### config.mk
export PLATFORM = sky130hd
export DESIGN_NAME = frame_reader
export DESIGN_NICKNAME = d
export VERILOG_FILES = /design/src/rtl/frame_reader_pkg.sv /design/src/rtl/frame_reader.sv
export SDC_FILE = /design/constraint.sdc
export NUM_CORES = 1
export LEC_CHECK = 0
export CORE_MARGIN = 5
export CORE_UTILIZATION = 56
export DETAILED_ROUTE_END_ITERATION = 10
export PLACE_DENSITY = 0.95
export SLEW_MARGIN = 40
export SYNTH_ARGS = -nofsm -noshare
export SYNTH_HDL_FRONTEND = slang
export SYNTH_SLANG_ARGS = --single-unit
### constraint.sdc
create_clock -name clk -period 5.1 [get_ports clk]
set_clock_uncertainty 0.2 [all_clocks]
set_input_delay 0.765 -clock clk [delete_from_list [all_inputs] [get_ports clk]]
set_output_delay 0.765 -clock clk [all_outputs]
set_load 0.03 [all_outputs]
### src/rtl/frame_reader_pkg.sv
// Shared constants for the frame reader: control characters, the printable
// range used by the sanitizer, and the FSM state encoding.
package frame_reader_pkg;

    // Characters emitted or substituted by the reader.
    localparam logic [7:0] CR       = 8'h0D;
    localparam logic [7:0] LF       = 8'h0A;
    localparam logic [7:0] DOT      = 8'h2E;
    localparam logic [7:0] TILDE    = 8'h7E;

    // Inclusive printable range; anything outside becomes DOT.
    localparam logic [7:0] PRINT_LO = 8'h20;
    localparam logic [7:0] PRINT_HI = 8'h7E;

    // FSM state encoding.
    localparam logic [2:0] ST_IDLE    = 3'd0;
    localparam logic [2:0] ST_FETCH   = 3'd1;
    localparam logic [2:0] ST_SEND_CH = 3'd2;
    localparam logic [2:0] ST_SEND_CR = 3'd3;
    localparam logic [2:0] ST_SEND_LF = 3'd4;
    localparam logic [2:0] ST_DONE    = 3'd5;

endpackage

### src/rtl/frame_reader.sv
// Frame reader: walks a ROWS x COLS character buffer and streams it out as
// text, one byte per valid/ready transfer, with CR LF closing every row.
//
// Handshake: a byte moves on any rising edge where tx_valid=1 and
// tx_ready=1. Once tx_valid rises it stays high, with tx_data unchanged,
// until that transfer happens; tx_ready is ignored while tx_valid=0.
module frame_reader
    import frame_reader_pkg::*;
#(
    parameter int ROWS = 8,
    parameter int COLS = 16
) (
    input  logic       clk,
    input  logic       rst,
    input  logic       start,
    output logic [7:0] rd_addr,
    input  logic [7:0] rd_data,
    output logic [7:0] tx_data,
    output logic       tx_valid,
    input  logic       tx_ready,
    output logic       busy,
    output logic       done,
    output logic [2:0] dbg_state
);

    // Counter limits narrowed to the counter width; ROWS*COLS <= 256 keeps them in range.
    localparam logic [7:0] COLS_W   = 8'(COLS);
    localparam logic [7:0] LAST_COL = 8'(COLS - 1);
    localparam logic [7:0] LAST_ROW = 8'(ROWS - 1);

    logic [2:0] state_q, state_d;
    logic [7:0] row_q, row_d;
    logic [7:0] col_q, col_d;
    logic [7:0] tx_data_q, tx_data_d;

    logic [7:0] fetch_addr;
    logic [7:0] clean_byte;
    logic       xfer;

    // Linear buffer address of the current cell; never exceeds ROWS*COLS-1.
    always_comb begin
        fetch_addr = row_q * COLS_W + col_q;
    end

    // Sanitizer: printable bytes pass through, everything else becomes '.'.
    always_comb begin
        if (rd_data >= PRINT_LO && rd_data <= PRINT_HI) begin
            clean_byte = rd_data;
        end else begin
            clean_byte = DOT;
        end
    end

    // Outputs decoded from the registered state.
    always_comb begin
        tx_valid  = (state_q == ST_SEND_CH) || (state_q == ST_SEND_CR) ||
                    (state_q == ST_SEND_LF);
        busy      = (state_q != ST_IDLE) && (state_q != ST_DONE);
        done      = (state_q == ST_DONE);
        rd_addr   = (state_q == ST_FETCH) ? fetch_addr : 8'h00;
        tx_data   = tx_data_q;
        dbg_state = state_q;
        xfer      = tx_valid && tx_ready;
    end

    // Next-state, counter and output-byte logic.
    always_comb begin
        state_d   = state_q;
        row_d     = row_q;
        col_d     = col_q;
        tx_data_d = tx_data_q;
        case (state_q)
            ST_IDLE: begin
                if (start) begin
                    row_d   = 8'h00;
                    col_d   = 8'h00;
                    state_d = ST_FETCH;
                end
            end
            ST_FETCH: begin
                // Buffer content is captured in this cycle, so later writes
                // to an already-fetched cell do not affect the frame.
                tx_data_d = clean_byte;
                state_d   = ST_SEND_CH;
            end
            ST_SEND_CH: begin
                if (xfer) begin
                    if (col_q == LAST_COL) begin
                        tx_data_d = CR;
                        state_d   = ST_SEND_CR;
                    end else begin
                        col_d   = col_q + 8'h01;
                        state_d = ST_FETCH;
                    end
                end
            end
            ST_SEND_CR: begin
                if (xfer) begin
                    tx_data_d = LF;
                    state_d   = ST_SEND_LF;
                end
            end
            ST_SEND_LF: begin
                if (xfer) begin
                    if (row_q == LAST_ROW) begin
                        state_d = ST_DONE;
                    end else begin
                        row_d   = row_q + 8'h01;
                        col_d   = 8'h00;
                        state_d = ST_FETCH;
                    end
                end
            end
            ST_DONE: begin
                // A start arriving here is dropped on purpose.
                state_d = ST_IDLE;
            end
            default: begin
                state_d = ST_IDLE;
            end
        endcase
    end

    // State registers with asynchronous reset.
    always_ff @(posedge clk or posedge rst) begin
        if (rst) begin
            state_q   <= ST_IDLE;
            row_q     <= 8'h00;
            col_q     <= 8'h00;
            tx_data_q <= 8'h00;
        end else begin
            state_q   <= state_d;
            row_q     <= row_d;
            col_q     <= col_d;
            tx_data_q <= tx_data_d;
        end
    end

endmodule

==> results.py, run 1 <==
metrics = {
    "global_route": {
        "top_usage_layer": "met2",
        "grtUsageMet1_pct": 26.9,
        "track_usage_pct": 19.5,
        "antenna_found_initial": 0,
        "grt_first_pass_wirelength_mm": 6.64,
        "overflow": 0,
        "grt_pass1_vias": 1428,
        "gr-usage-met2_pct": 31.6,
        "use_met3_pct": 2.36,
        "grt_start_max_net_pins": 28,
    },
    "clock_tree": {
        "clockBufferDepth": 2,
        "cts_tree": "built",
        "hold_buffers": 0,
        "h-tree-depth": 1,
        "numCtsBuffers": 3,
        "clk_pin_slew_ns": 0.16,
        "clock_sinks": 27,
        "clockRootBuffer": "clkbuf_4",
        "cts_setup_buffers": 0,
        "cts_resized": 0,
        "clock_latency_ns": 0.33,
    },
    "power_and_ir_drop": {
        "pwr_density_cell_nw_per_um2": 418,
        "clkPwrFrac_pct": 10.9,
        "p_leak_uw": 0.000899,
        "p_seq_share_pct": 36.6,
        "pwr-share-comb_pct": 52.5,
        "swShare_pct": 45.5,
        "switching_power_uw": 408,
        "intPower_uw": 489,
        "p_total_uw": 897,
        "peakVddDrop_mv": 0.152,
    },
    "logic_synthesis": {
        "netlist_instances": 194,
        "synth-main-ff-cell": "dfrtp_1",
        "synth-warning-count": 0,
        "ys_ff_latch": 27,
        "syn-cell-area_um2": 1790,
        "synth_cell_types": 57,
        "synth-seq-area-share_pct": 37.8,
        "async_reset_ff_share_pct": 100,
        "avgSynthCellArea_um2": 9.22,
        "synth_edf_count": 0,
        "synth_fp_nets": 212,
    },
    "floorplanning": {
        "dieHeight_um": 66.5,
        "dieArea_um2": 4430,
        "design.core.area_um2": 3050,
        "die_x_um": 66.5,
        "initial_utilization_pct": 58.6,
        "ios": 34,
        "rows": 20,
    },
    "sta": {
        "setup_viol": 0,
        "tightest_slew_ns": 0.588,
        "finalMaxSlewViolations": 0,
        "max_freq_ghz": 0.296,
        "rsz0062_at_grt": "no",
        "finalHoldViolations": 0,
        "setup_tns_ns": 0,
        "fin_crit_sh_pct": 66.3,
        "relSlewSlack_pct": 60.4,
        "period_minus_slack_ns": 3.38,
        "whs_ns": 0.306,
    },
    "final_layout": {
        "diodes": 0,
        "layout_common_cells": "clkdlybuf4s50_1, dfrtp_1, o31ai_1",
        "layout-drive-gt1-share_pct": 6.82,
        "final_cells": 264,
        "final_common_cell": "clkdlybuf4s50_1",
        "area_growth_pct": 20.0,
        "fin_nets": 239,
    },
    "placement": {
        "gp_congestion": 0.902,
        "post-dp-hpwl_mm": 2.97,
        "dp_cells": 260,
        "numPortBuffers": 33,
    },
    "critical_path": {
        "start_kind": "register",
        "critPathArrivalTime_ns": 2.42,
        "path_class": "reg -> out",
        "worstPathRequired_ns": 4.14,
        "worst-path-max-fanout": 20,
        "endpoint_kind": "primary output",
    },
    "flow_run": {
        "cap_violations": 0,
    },
    "routing": {
        "wl_per_cell_um": 15.1,
        "wl_mm": 4.00,
        "drc": 0,
        "firstDrtPassIters": 4,
        "num_vias": 1618,
        "vias_per_cell": 6.13,
        "drtIter0Drc": 110,
        "ant_nets": 0,
    },
    "min_path": {
        "hold_class": "reg -> reg",
    },
    "status": {
        "outcome": "complete, no violations",
    },
}
[critical path, cell delays in order, from the launching register on]
cell	delay, ns
dfrtp_1	0.69
nand2_1	0.19
nor2_1	0.34
and2_1	0.20
clkdlybuf4s50_1	0.67
[registers in the layout, indices dropped and copies added, names as in the netlist]
name	count
row_q	8
col_q	8
dbg_state	3
tx_data	8
[routing by layer]
metal,wire [um],share of wire [%],vias up
li1,-,-,790
met1,1810,45,757
met2,1870,47,65
met3,263,6.6,6
met4,61,1.5,0
met5,0,0,-
[power groups by stage]
stage / Clock, uW / Combinational (uW) / Sequential, uW
CTS: 101 / 473 / 328
finish: 97.8 / 471 / 328
floorplan: 0 / 289 / 364
global route: 114 / 510 / 340
global placement: 0 / 464 / 331
detailed placement: 0 / 472 / 332
[cell usage after synthesis (all sizes together) (2+ instances only)]
cell type / count / area share, %
dfrtp: 27 / 38
o31ai: 15 / 6.3
nand2: 14 / 2.9
nor2: 14 / 2.9
and2: 11 / 3.8
o21ai: 10 / 2.8
buf: 9 / 2.8
a31oi: 8 / 2.8
a21oi: 7 / 2.8
nand3: 7 / 2.0
ha: 5 / 3.5
and3: 4 / 1.4
inv: 4 / 0.84
nand2b: 4 / 1.4
nor3: 4 / 1.4
a21o: 3 / 1.3
nor3b: 3 / 1.3
or3b: 3 / 1.5
xnor2: 3 / 1.5
a32o: 2 / 1.1
a41oi: 2 / 0.98
and4: 2 / 0.98
clkbuf: 2 / 0.42
nor4b: 2 / 0.98
o31a: 2 / 0.98
or2: 2 / 0.70
or3: 2 / 0.98
or4: 2 / 1.0
[cells by family after synthesis]
| family | share of synthesized area (%) |
|---|---|
| AND/OR/NAND/NOR | 25.7 |
| AO/OA/AOI/OAI | 24.8 |
| flip-flops | 37.8 |
| buffers and inverters | 4.06 |
| adder cells (fa/ha/maj) | 4.62 |
| XOR/XNOR | 1.96 |
| multiplexers | 1.19 |
[per-stage QoR]
stage / instance area [um2] / setup slack, ns / util, %
floorplan: 1790 / 2.58 / -
detailed placement: 2120 / 2.08 / 69.3
CTS: 2150 / 1.68 / 70.3
global route: 2150 / 1.47 / 70.3
global placement: 2120 / 2.13 / 69.3
finish: 2150 / 1.72 / 70.3
[path summary, 6_finish.rpt]
check	cells after the start	end	from	slack, ns
worst max-delay path	4	rd_addr[5]	dbg_state[0]$_DFFE_PP0P_	1.72
worst min-delay path	1	tx_data[7]$_DFFE_PP0P_	tx_data[7]$_DFFE_PP0P_	0.31
worst max register to register	4	col_q[1]$_DFFE_PP0P_	dbg_state[2]$_DFFE_PP0P_	2.60
worst min register to register	1	tx_data[7]$_DFFE_PP0P_	tx_data[7]$_DFFE_PP0P_	0.31
max in group asynchronous	2	row_q[0]$_DFFE_PP0P_	rst	3.74
min in group asynchronous	2	tx_data[3]$_DFFE_PP0P_	rst	0.59
[area by class of cell]
type / instances / area (um2)
Multi-Input combinational cell: 152 / 1040
Fill cell: 241 / 906
Sequential cell: 27 / 676
Timing Repair Buffer: 33 / 330
Tap cell: 44 / 55.1
Clock buffer: 3 / 22.5
Inverter: 4 / 15.0
Clock inverter: 1 / 7.51
(Power assumes the default switching activity.)
==> run 2: changes to the inputs <==
- CORE_UTILIZATION: 56 -> 47
- PLACE_DENSITY: 0.95 -> 0.86
- clock period: 5.1 -> 3.1 ns (I/O delays scaled with it)
==> run 2 against run 1 <==
Against the previous run:
- cell area grew 3.1%
- clock power rose by 110%
- worst setup slack got worse by 1.6 ns
- critical endpoint is now rd_addr[7]
==> results.py, run 2 (synthesis results as in run 1) <==
metrics = {
    "sta": {
        "rsz0062_at_grt": "no",
        "finalHoldViolations": 0,
        "setup_viol": 0,
        "max_freq_ghz": 0.341,
        "relSlewSlack_pct": 70.1,
        "finalMaxSlewViolations": 0,
        "tightest_slew_ns": 0.447,
        "setup_tns_ns": 0,
        "period_minus_slack_ns": 2.94,
        "fin_crit_sh_pct": 94.7,
    },
    "critical_path": {
        "crit_end": "rd_addr[7]",
        "path_class": "reg -> out",
        "rrSetupSlack_ns": 0.88,
        "critical_path.top_delay_family": "buffers and inverters",
        "slowest_stage": "clkdlybuf4s50_1",
        "cp_cell_sequence": "ha_1, a21o_1, a21oi_1, xnor2_1, nor2_1, clkdlybuf4s50_1",
        "worst-path-max-fanout": 10,
        "start_kind": "register",
        "endpoint_kind": "primary output",
        "critPathArrivalTime_ns": 2.27,
        "r2r_start": "dbg_state[1]$_DFFE_PP0P_",
        "ff2ff_path_depth": 5,
        "critPathLaunch": "col_q[5]$_DFFE_PP0P_",
        "worstPathRequired_ns": 2.43,
        "critPathMaxStageDelay_ns": 0.67,
        "r2r_end": "col_q[6]$_DFFE_PP0P_",
        "cp_num_buf_inv": 1,
        "path_depth": 6,
    },
    "floorplanning": {
        "dieArea_um2": 5140,
        "rows": 22,
        "design.core.area_um2": 3690,
        "initial_utilization_pct": 48.5,
        "ios": 34,
        "die_x_um": 71.7,
        "dieHeight_um": 71.7,
    },
    "global_route": {
        "grt_start_max_net_pins": 28,
        "antenna_found_initial": 0,
        "overflow": 0,
        "track_usage_pct": 17.6,
        "grt_first_pass_wirelength_mm": 7.42,
        "grt_pass1_vias": 1577,
    },
    "final_layout": {
        "nFillCells": 331,
        "layout-drive-gt1-share_pct": 9.29,
        "area_growth_pct": 23.8,
        "final_cells": 274,
        "postLayoutCoreUtil_pct": 60.0,
        "fin_nets": 245,
        "layout_common_cells": "clkdlybuf4s50_1, dfrtp_1, o31ai_1",
        "seqCellArea_um2": 677,
        "multi_input_area_um2": 1040,
        "diodes": 0,
        "final_common_cell": "clkdlybuf4s50_1",
    },
    "clock_tree": {
        "cts_tree": "built",
        "numCtsBuffers": 3,
        "clk_pin_slew_ns": 0.09,
        "clock_sinks": 27,
        "h-tree-depth": 1,
        "clock_latency_ns": 0.27,
        "clockBufferDepth": 2,
        "cts_setup_buffers": 0,
        "clockRootBuffer": "clkbuf_8",
    },
    "routing": {
        "drtIter0Drc": 135,
        "drc": 0,
        "vias_per_cell": 5.93,
        "wl_per_cell_um": 15.6,
        "num_vias": 1625,
        "ant_nets": 0,
        "firstDrtPassIters": 4,
        "wl_mm": 4.26,
    },
    "placement": {
        "dp_cells": 270,
        "numPortBuffers": 33,
        "post-dp-hpwl_mm": 3.18,
        "gp_congestion": 0.854,
    },
    "power_and_ir_drop": {
        "p_total_uw": 1560,
        "peakVddDrop_mv": 0.266,
        "p_leak_uw": 0.000941,
        "pwr_density_cell_nw_per_um2": 703,
    },
    "flow_run": {
        "cap_violations": 0,
    },
    "status": {
        "outcome": "complete, no violations",
    },
    "min_path": {
        "hold_class": "reg -> reg",
    },
}
[run 2: cell types whose count changed in the layout (fill, tap and decap cells not counted)]
cell / delta
clkbuf_4: -3
buf_4: +6
clkinvlp_4: -1
dfrtp_2: +1
dfrtp_1: -1
inv_2: -1
inv_1: +1
clkbuf_8: +3
clkinv_2: +1
[run 2: report_power, final]
group	internal (uW)	leakage, uW	switching (uW)
registers	428	0.000356	89.4
logic	355	0.000560	481
clock network	90.2	0.0000255	112
[run 2: layout make-up]
type / instances / area share (%)
Tap cell: 48 / 2.71
Multi-Input combinational cell: 152 / 47.0
Clock inverter: 1 / 0.226
Timing Repair Buffer: 39 / 16.9
Sequential cell: 27 / 30.6
Inverter: 4 / 0.678
Clock buffer: 3 / 1.86
[run 2: through the flow]
step / hold slack (ns) / area, um2 / setup slack (ns)
6_report: 0.301 / 2210 / 0.164
2_1_floorplan: 0.280 / 1790 / 0.877
3_5_place_dp: 0.280 / 2170 / 0.403
3_3_place_gp: 0.270 / 2170 / 0.476
4_1_cts: 0.307 / 2210 / 0.0867
5_1_grt: 0.329 / 2210 / 0.0634
[run 2: what timing repair did]
item	CTS	global route
hold buffers	0	0
endpoints found under the setup margin	0	1
gates resized for setup	0	1
[run 2: worst min-delay path by stage]
stage / startpoint / endpoint / depth (start not counted)
finish: tx_data[7]$_DFFE_PP0P_ / tx_data[7]$_DFFE_PP0P_ / 1
global placement: tx_data[7]$_DFFE_PP0P_ / tx_data[7]$_DFFE_PP0P_ / 1
global route: tx_data[5]$_DFFE_PP0P_ / tx_data[5]$_DFFE_PP0P_ / 1
CTS: tx_data[7]$_DFFE_PP0P_ / tx_data[7]$_DFFE_PP0P_ / 1
detailed placement: tx_data[7]$_DFFE_PP0P_ / tx_data[7]$_DFFE_PP0P_ / 1
floorplan: col_q[0]$_DFFE_PP0P_ / col_q[0]$_DFFE_PP0P_ / 1
[run 2: metal layers]
layer | part of all wire, % | up-vias | wire (um) | track usage (%)
li1 | - | 801 | - | -
met1 | 45 | 772 | 1930 | 24.4
met2 | 47 | 47 | 2020 | 27.3
met3 | 6.3 | 5 | 268 | 3.93
met4 | 1.1 | 0 | 48 | 5.01
met5 | 0 | - | 0 | 0
[run 2: worst reg2reg max path, cell delays in order (launching register included)]
cell	delay, ns
dfrtp_1	0.58
buf_4	0.22
or3b_1	0.50
a21oi_4	0.24
nand2_1	0.14
o31ai_1	0.25
==> run 3: changes to the inputs <==
- RECOVER_POWER: default -> 100
==> run 3 against run 2 <==
Against the previous run:
- first-iteration DRC count shrank 13%
- sequential power is essentially flat
- sequential cell count is the same
- via count grew 1.1%
- cell count is the same
- maximum frequency is essentially flat
- clock power is essentially flat
==> results.py, run 3 (synthesis results as in run 1) <==
metrics = {
    "clock_tree": {
        "hold_buffers": 0,
        "cts_setup_buffers": 0,
        "clockBufferDepth": 2,
        "clock_sinks": 27,
        "clockRootBuffer": "clkbuf_8",
        "h-tree-depth": 1,
        "clk_pin_slew_ns": 0.09,
        "clock_latency_ns": 0.27,
        "cts_tree": "built",
        "numCtsBuffers": 3,
    },
    "power_and_ir_drop": {
        "swShare_pct": 44.5,
        "pwr-share-comb_pct": 52.8,
        "p_total_uw": 1520,
        "p_seq_share_pct": 34.0,
        "peakVddDrop_mv": 0.260,
        "switching_power_uw": 675,
        "clkPwrFrac_pct": 13.2,
        "pwr_density_cell_nw_per_um2": 689,
        "p_leak_uw": 0.000956,
        "intPower_uw": 841,
    },
    "sta": {
        "tightest_slew_ns": 1.47,
        "relSlewSlack_pct": 2.21,
        "max_freq_ghz": 0.341,
        "finalHoldViolations": 0,
        "setup_tns_ns": 0,
        "rsz0062_at_grt": "no",
        "finalMaxSlewViolations": 0,
        "fin_crit_sh_pct": 94.7,
        "period_minus_slack_ns": 2.93,
        "setup_viol": 0,
        "whs_ns": 0.294,
    },
    "critical_path": {
        "worstPathRequired_ns": 2.43,
        "cp_cell_sequence": "ha_1, a21o_1, a21oi_1, xnor2_1, nor2_1, clkdlybuf4s50_1",
        "worst-path-max-fanout": 10,
        "slowest_stage": "clkdlybuf4s50_1",
        "critical_path.top_delay_family": "buffers and inverters",
        "cp_num_buf_inv": 1,
        "critPathMaxStageDelay_ns": 0.67,
        "path_class": "reg -> out",
        "endpoint_kind": "primary output",
        "critPathArrivalTime_ns": 2.27,
        "start_kind": "register",
    },
    "routing": {
        "drc": 0,
        "drtIter0Drc": 117,
        "vias_per_cell": 6.00,
        "wl_mm": 4.28,
        "wl_per_cell_um": 15.6,
        "ant_nets": 0,
        "num_vias": 1643,
        "firstDrtPassIters": 4,
    },
    "floorplanning": {
        "ios": 34,
        "dieArea_um2": 5140,
        "design.core.area_um2": 3690,
        "dieHeight_um": 71.7,
        "die_x_um": 71.7,
        "initial_utilization_pct": 48.5,
        "rows": 22,
    },
    "final_layout": {
        "multi_input_area_um2": 1030,
        "seqCellArea_um2": 677,
        "final_common_cell": "dfrtp_1",
        "nFillCells": 334,
        "area_growth_pct": 22.9,
        "fin_nets": 245,
        "layout_common_cells": "dfrtp_1, dlygate4sd3_1, o31ai_1, clkdlybuf4s50_1",
        "diodes": 0,
        "layout-drive-gt1-share_pct": 7.08,
    },
    "global_route": {
        "track_usage_pct": 17.6,
        "grt_first_pass_wirelength_mm": 7.42,
        "overflow": 0,
        "grt_start_max_net_pins": 28,
        "grt_pass1_vias": 1577,
        "antenna_found_initial": 0,
    },
    "placement": {
        "post-dp-hpwl_mm": 3.18,
        "gp_congestion": 0.854,
        "numPortBuffers": 33,
    },
    "status": {
        "outcome": "complete, no violations",
    },
    "flow_run": {
        "cap_violations": 0,
    },
    "min_path": {
        "hold_class": "reg -> reg",
    },
}
[run 3: routing by layer]
layer | share of wire, % | track usage, % | vias to the layer above
met4 | 1.4 | 5.01 | 0
met2 | 47 | 27.3 | 47
li1 | - | - | 799
met1 | 46 | 24.4 | 789
met3 | 6.0 | 3.93 | 8
met5 | 0 | 0 | -
[run 3: final timing paths]
| kind | startpoint | to | slack, ns | depth (start not counted) |
|---|---|---|---|---|
| max in group asynchronous | rst | col_q[5]$_DFFE_PP0P_ | 0.83 | 3 |
| worst max-delay path | col_q[5]$_DFFE_PP0P_ | rd_addr[7] | 0.17 | 6 |
| min in group asynchronous | rst | row_q[0]$_DFFE_PP0P_ | 0.92 | 3 |
| worst min register to register | tx_data[7]$_DFFE_PP0P_ | tx_data[7]$_DFFE_PP0P_ | 0.29 | 1 |
| worst min-delay path | tx_data[7]$_DFFE_PP0P_ | tx_data[7]$_DFFE_PP0P_ | 0.29 | 1 |
| worst max register to register | dbg_state[2]$_DFFE_PP0P_ | col_q[1]$_DFFE_PP0P_ | 0.80 | 5 |
[run 3: power groups by stage]
stage | Sequential (uW) | Combinational, uW | Clock [uW]
finish | 515 | 800 | 201
floorplan | 598 | 475 | 0
global placement | 520 | 826 | 0
CTS | 517 | 842 | 208
detailed placement | 525 | 838 | 0
global route | 533 | 867 | 218
[run 3: layout make-up]
class | count | share of cell area (%)
Inverter | 4 | 0.683
Multi-Input combinational cell | 152 | 47.0
Sequential cell | 27 | 30.8
Timing Repair Buffer | 39 | 16.7
Clock inverter | 1 | 0.228
Clock buffer | 3 | 1.88
Tap cell | 48 | 2.73
[run 3: what timing repair did]
action / 4_1_cts / 5_1_grt
setup endpoints to repair: 0 / 1
gates resized for setup: 0 / 1
hold endpoints to repair: 0 / 0
[run 3: stage by stage]
stage | setup slack [ns] | utilization, % | instance area (um2) | instances
4_1_cts | 0.0867 | 60.0 | 2210 | 274
3_3_place_gp | 0.476 | 58.8 | 2170 | 270
5_1_grt | 0.0320 | 59.6 | 2200 | 274
6_report | 0.165 | 59.6 | 2200 | 274
2_1_floorplan | 0.877 | - | 1790 | 194
3_5_place_dp | 0.403 | 58.8 | 2170 | 270
